**src/rtl/if_id_pkg.sv**
```systemverilog
// Shared widths, the RV32I NOP encoding and the state encoding for the
// fetch/decode pipeline register and its skid pair.
package if_id_pkg;

    localparam int INST_ADDR_W = 32;
    localparam int INST_W      = 32;

    // addi x0, x0, 0
    localparam logic [INST_W-1:0] INST_NOP = 32'h0000_0013;

    typedef enum logic [1:0] {
        IFID_EMPTY = 2'd0,
        IFID_BUSY  = 2'd1,
        IFID_FULL  = 2'd2
    } ifid_state_e;

endpackage

```
**src/rtl/pipe_skid_reg.sv**
```systemverilog
// Generic two-entry pipeline register with skid buffer and flush.
// The output register drives the outputs directly; the skid register
// catches the one item that arrives while downstream stalls. Every
// register that does not hold a valid item is parked at RESET_VAL, so
// the outputs read RESET_VAL whenever out_valid is low.
module pipe_skid_reg #(
    parameter int               WIDTH     = 64,
    parameter logic [WIDTH-1:0] RESET_VAL = '0
) (
    input  logic             clk,
    input  logic             rst,
    input  logic             flush,
    input  logic [WIDTH-1:0] in_data,
    input  logic             in_valid,
    output logic             in_ready,
    output logic [WIDTH-1:0] out_data,
    output logic             out_valid,
    input  logic             out_ready
);
    import if_id_pkg::*;

    ifid_state_e      state;
    logic [WIDTH-1:0] out_reg;
    logic [WIDTH-1:0] skid_reg;
    logic             accept;
    logic             take;

    // Handshakes are pure decodes of the state register, so ready toward
    // the producer never depends combinationally on out_ready.
    assign in_ready  = (state != IFID_FULL);
    assign out_valid = (state != IFID_EMPTY);
    assign out_data  = out_reg;
    assign accept    = in_valid & in_ready;
    assign take      = out_valid & out_ready;

    // State machine and both payload registers; flush outranks everything
    // and a same-cycle take is simply treated as consumed.
    always_ff @(posedge clk or posedge rst) begin
        if (rst) begin
            state    <= IFID_EMPTY;
            out_reg  <= RESET_VAL;
            skid_reg <= RESET_VAL;
        end else if (flush) begin
            state    <= IFID_EMPTY;
            out_reg  <= RESET_VAL;
            skid_reg <= RESET_VAL;
        end else begin
            case (state)
                IFID_EMPTY: begin
                    if (accept) begin
                        out_reg <= in_data;
                        state   <= IFID_BUSY;
                    end
                end
                IFID_BUSY: begin
                    if (accept && take) begin
                        out_reg <= in_data;
                    end else if (accept) begin
                        skid_reg <= in_data;
                        state    <= IFID_FULL;
                    end else if (take) begin
                        out_reg <= RESET_VAL;
                        state   <= IFID_EMPTY;
                    end
                end
                IFID_FULL: begin
                    if (take) begin
                        out_reg  <= skid_reg;
                        skid_reg <= RESET_VAL;
                        state    <= IFID_BUSY;
                    end
                end
                default: begin
                    state    <= IFID_EMPTY;
                    out_reg  <= RESET_VAL;
                    skid_reg <= RESET_VAL;
                end
            endcase
        end
    end

endmodule

```
**src/rtl/if_id.sv**
```systemverilog
// Instruction fetch to decode pipeline register. Wraps the generic skid
// pair around an {address, instruction} payload; ready_out doubles as the
// PC advance enable for pc_reg, and flush_in turns everything held into
// NOPs on a taken jump.
module if_id
    import if_id_pkg::*;
#(
    parameter logic [INST_W-1:0]      NOP_INST   = INST_NOP,
    parameter logic [INST_ADDR_W-1:0] RESET_ADDR = 32'h0000_0000
) (
    input  logic                   clk,
    input  logic                   rst,
    input  logic [INST_ADDR_W-1:0] inst_addr_in,
    input  logic [INST_W-1:0]      inst_in,
    input  logic                   valid_in,
    output logic                   ready_out,
    input  logic                   flush_in,
    output logic [INST_ADDR_W-1:0] inst_addr_out,
    output logic [INST_W-1:0]      inst_out,
    output logic                   valid_out,
    input  logic                   ready_in
);

    localparam int PAYLOAD_W = INST_ADDR_W + INST_W;
    localparam logic [PAYLOAD_W-1:0] PAYLOAD_RESET = {RESET_ADDR, NOP_INST};

    logic [PAYLOAD_W-1:0] payload_in;
    logic [PAYLOAD_W-1:0] payload_out;

    assign payload_in = {inst_addr_in, inst_in};

    pipe_skid_reg #(
        .WIDTH     (PAYLOAD_W),
        .RESET_VAL (PAYLOAD_RESET)
    ) u_skid (
        .clk       (clk),
        .rst       (rst),
        .flush     (flush_in),
        .in_data   (payload_in),
        .in_valid  (valid_in),
        .in_ready  (ready_out),
        .out_data  (payload_out),
        .out_valid (valid_out),
        .out_ready (ready_in)
    );

    assign inst_addr_out = payload_out[PAYLOAD_W-1:INST_W];
    assign inst_out      = payload_out[INST_W-1:0];

endmodule
```
**config.mk**
```make
export PLATFORM = sky130hd
export DESIGN_NAME = if_id
export DESIGN_NICKNAME = d
export VERILOG_FILES = /design/src/rtl/if_id_pkg.sv /design/src/rtl/pipe_skid_reg.sv /design/src/rtl/if_id.sv
export SDC_FILE = /design/constraint.sdc
export NUM_CORES = 1
export LEC_CHECK = 0
export ABC_AREA = 1
export BUFFER_PORTS_ARGS = -buffer_cell sky130_fd_sc_hd__buf_2
export CORE_ASPECT_RATIO = 0.8
export CORE_UTILIZATION = 46
export CTS_BUF_LIST = sky130_fd_sc_hd__clkbuf_8
export DETAILED_ROUTE_END_ITERATION = 8
export GPL_TIMING_DRIVEN = 0
export PLACE_DENSITY_LB_ADDON = 0.05
export REMOVE_ABC_BUFFERS = 1
export SYNTH_ARGS = -nofsm -noshare
export SYNTH_HDL_FRONTEND = slang
export SYNTH_SLANG_ARGS = --single-unit
```
**constraint.sdc**
```tcl
create_clock -name clk -period 4.25 [get_ports clk]
set_clock_uncertainty 0.05 [all_clocks]
set_input_delay 0.85 -clock clk [delete_from_list [all_inputs] [get_ports clk]]
set_output_delay 0.85 -clock clk [all_outputs]
set_load 0.02 [all_outputs]
```
==> results.rst <==
.. list-table::
   :header-rows: 1

   * - Metric
     - Value
   * - Worst relative slew slack
     - 0.0882
   * - Leading post-synthesis cells by cell area
     - dfrtp_1, nand2_1, nand3_1
   * - Share of the clock period used by the worst path
     - 0.889
   * - Post-Layout Cell Count
     - roughly 1300
   * - Final #Nets
     - 1182
   * - Combinational group share of total power
     - 0.223
   * - GR Overflow Total
     - 0
   * - Floorplan die height
     - around 110 um
   * - CTS H-tree depth
     - 4
   * - All-Layer GR Usage
     - 0.260
   * - Proportion of total power due to net switching
     - 0.320
   * - Cell type with the largest total area after synthesis
     - dfrtp_1
   * - Distinct cell type count of the synthesized netlist
     - 20
   * - Met1 Usage GRT
     - 0.351
   * - Initial antenna violation count
     - 1
   * - Proportion of netlist area held by the largest area contributor
     - 0.448
   * - DP Area
     - between 7000 and 8000 um2
   * - Cts hold-fix bufs
     - 0
   * - Critical path type
     - primary input to flop
   * - Failing checks
     - DRC
   * - Num rows
     - 39
   * - Least-Margin Pin Slew
     - 1370 ps
   * - Root Driver
     - clkbuf_8
   * - Met2 track demand over resource in global routing
     - 0.418
   * - Detailed-route DRC error count
     - 20
   * - Core Region
     - around 14000 um2
   * - Worst-path clk slew
     - around 70 ps
   * - Number of input and output port buffers inserted
     - 134
   * - HPWL after detailed placement
     - 11.4 mm
   * - Total clock buffers created by CTS
     - 17
   * - Required time of the critical path
     - 4540 ps
   * - Global-route met3 utilization
     - 0.0598
   * - Average wire length per cell after detail routing
     - 14.3 um
   * - Utilization of the core after routing
     - 0.568
   * - Worst reg2reg setup slack
     - 1310 ps
   * - Share of total power in the clock network
     - 0.340
   * - Clock tree from TritonCTS
     - yes
   * - Post-route total power
     - 3.25 mW
   * - Initial DRC Count
     - around 480
   * - Internal Dissipation
     - between 2 and 2.5 mW
   * - Area of the mapped netlist
     - 6920 um2
   * - Type of element capturing the critical path
     - flop
   * - RSZ-0062 raised after global routing
     - no
   * - Highest clock rate
     - around 260 MHz
   * - Post-CTS setup buffer count
     - 0
   * - Die ar.
     - around 16000 um2
   * - Result of the run
     - finished, violations left
   * - Number of fill cells
     - 1427
   * - Worst Path Max Fanout
     - between 60 and 70
   * - I/O pin total
     - around 140
   * - Part of the total power dissipated in sequential elements
     - 0.437
   * - Fraction of layout cells with a size suffix above 1
     - 0.175
   * - Arrival time at the worst endpoint
     - 4070 ps
   * - Share of the yosys chip area belonging to registers
     - 0.471
   * - Total count of hold-check failures in the final report
     - 0
   * - Startpoint type of the worst setup path
     - primary input
   * - Router iterations before antenna repair
     - 9
   * - Placer congestion estimate
     - 0.791
   * - Post-CTS sizing
     - 0
   * - Die Wd
     - 139 um
   * - Setup violations, final
     - 0
   * - Leakage power
     - between 4 and 5 nW
   * - Cell count after placement
     - approximately 1300
   * - Net Switching
     - between 1 and 1.5 mW
   * - Total routed wirelength
     - 18.8 mm
   * - Remaining antenna violation count
     - 0
   * - Number of pins with negative max-slew slack in the final report
     - 0
   * - Gate Count Post-Synth
     - 1016
   * - Number of warnings printed during yosys synthesis
     - 0
   * - Number of vias after detailed routing
     - around 6700
   * - Buffer depth of the longest clock path
     - 2
   * - Pwr dens
     - between 300 and 400 nW/um2
   * - Pin count of the biggest net entering global routing
     - between 90 and 100
   * - Total Negative Setup Slacks
     - 0 ps
   * - Min Tclk post-route
     - around 3800 ps
   * - Via count of the first global-routing pass
     - about 6400
   * - Avg Synthesized Cell Area
     - approximately 6.8 um2
   * - Relative area change from synthesis to final layout
     - 18.8%
   * - Insertion delay of the later-clocked pin in the worst-skew pair
     - 450 ps
   * - Flip-flop and latch count after synthesis
     - 130
   * - Classification of the worst-slack hold path
     - primary input to asynchronous set/reset pin
   * - Worst IR Drop VDD
     - around 0.23 mV
   * - Routed vias/inst
     - between 5 and 6
   * - Post-route design area
     - about 8200 um2
   * - Routing layer with the top usage in global route
     - met2
   * - Effective utilization at floorplan
     - 0.478
   * - Number of clock sinks seen by CTS
     - 130
   * - Max-cap violations
     - 0
   * - Wire length of the first global-routing pass
     - ~32 mm
-- routing by layer --
layer | vias to the layer above | routed length, um
met2 | 159 | 8450
met4 | 0 | 176
met5 | - | 0
met3 | 13 | 940
met1 | 3126 | 9190
li1 | 3382 | -
-- cells in the final DEF, fill, tap and decap left out --
| cell type | instances |
|---|---|
| buf_6 | 1 |
| clkinv_2 | 2 |
| buf_12 | 8 |
| buf_4 | 5 |
| o221ai_1 | 1 |
| buf_2 | 134 |
| diode_2 | 1 |
| nor2_4 | 5 |
| nand2_1 | 524 |
| dfrtp_1 | 124 |
| dfstp_2 | 6 |
| clkbuf_8 | 24 |
| o21ai_1 | 1 |
| o21ai_0 | 4 |
| nand2_2 | 3 |
| bufinv_16 | 2 |
| buf_16 | 3 |
| inv_2 | 3 |
| nor2_1 | 69 |
| inv_1 | 13 |
| nand3_1 | 191 |
| inv_6 | 1 |
| o211ai_1 | 1 |
| nand4_1 | 1 |
-- critical path: stages --
cell     delay [ps]
buf_2           990
inv_2           150
nand2_1         170
nor2_1           80
nor2_4          640
buf_12          300
nand2_2         360
buf_12          330
nand2_1          90
nand2_1          60
-- cells in the mapped netlist --
cell type	n
buf_1	4
buf_2	40
buf_4	5
clkbuf_1	24
clkinv_1	1
dfrtp_1	124
dfstp_2	6
inv_1	9
inv_2	3
nand2_1	526
nand2_2	1
nand3_1	191
nand4_1	1
nor2_1	72
nor2_2	1
nor2_4	1
o211ai_1	1
o21ai_0	4
o21ai_1	1
o221ai_1	1
-- power groups by stage --
stage                     Clock, mW  Combinational [mW]  Sequential (mW)
after CTS                      1.13               0.729             1.42
after detailed placement          0               0.727             1.44
final                          1.10               0.722             1.42
after global placement            0               0.687             1.44
after global routing           1.18               0.809             1.43
after floorplan                   0               0.341             1.52
-- logic make-up after synthesis --
| group | after synthesis | share of synthesized area |
|---|---|---|
| buffers and inverters | 86 | 0.0566 |
| DFF | 130 | 0.471 |
| AOI/OAI and AO/OA | 7 | 0.00596 |
| and+or+nand+nor | 793 | 0.467 |
-- metrics by stage --
| step | setup WS (ps) | hold WS, ps |
|---|---|---|
| final | 470 | 333 |
| after global routing | 236 | 340 |
| after CTS | 496 | 325 |
| after detailed placement | 3.69 | 409 |
| after global placement | -5330 | 405 |
| after floorplan | -1080 | 392 |
-- path summary, 6_finish.rpt --
path,startpoint,endpoint,cells past startpoint
max,flush_in,u_skid.skid_reg[38],10
min,rst,u_skid.out_data[7],2
max reg2reg,u_skid.state[1],u_skid.out_data[45],8
min reg2reg,u_skid.skid_reg[16],u_skid.skid_reg[16],2
max in group asynchronous,rst,u_skid.skid_reg[35],3
min in group clk,u_skid.skid_reg[16],u_skid.skid_reg[16],2
-- final cells by class --
class	instances	area, um2	area share
antenna	1	2.50	0.000304
clock buffer	24	330	0.0401
clock inverter	8	83.8	0.0102
inverter	13	55.1	0.00669
multi-input combinational	800	3300	0.402
sequential	130	3260	0.396
tap	184	230	0.0280
timing repair buffer	151	962	0.117
No activity file was read; power rests on OpenSTA's default activity.
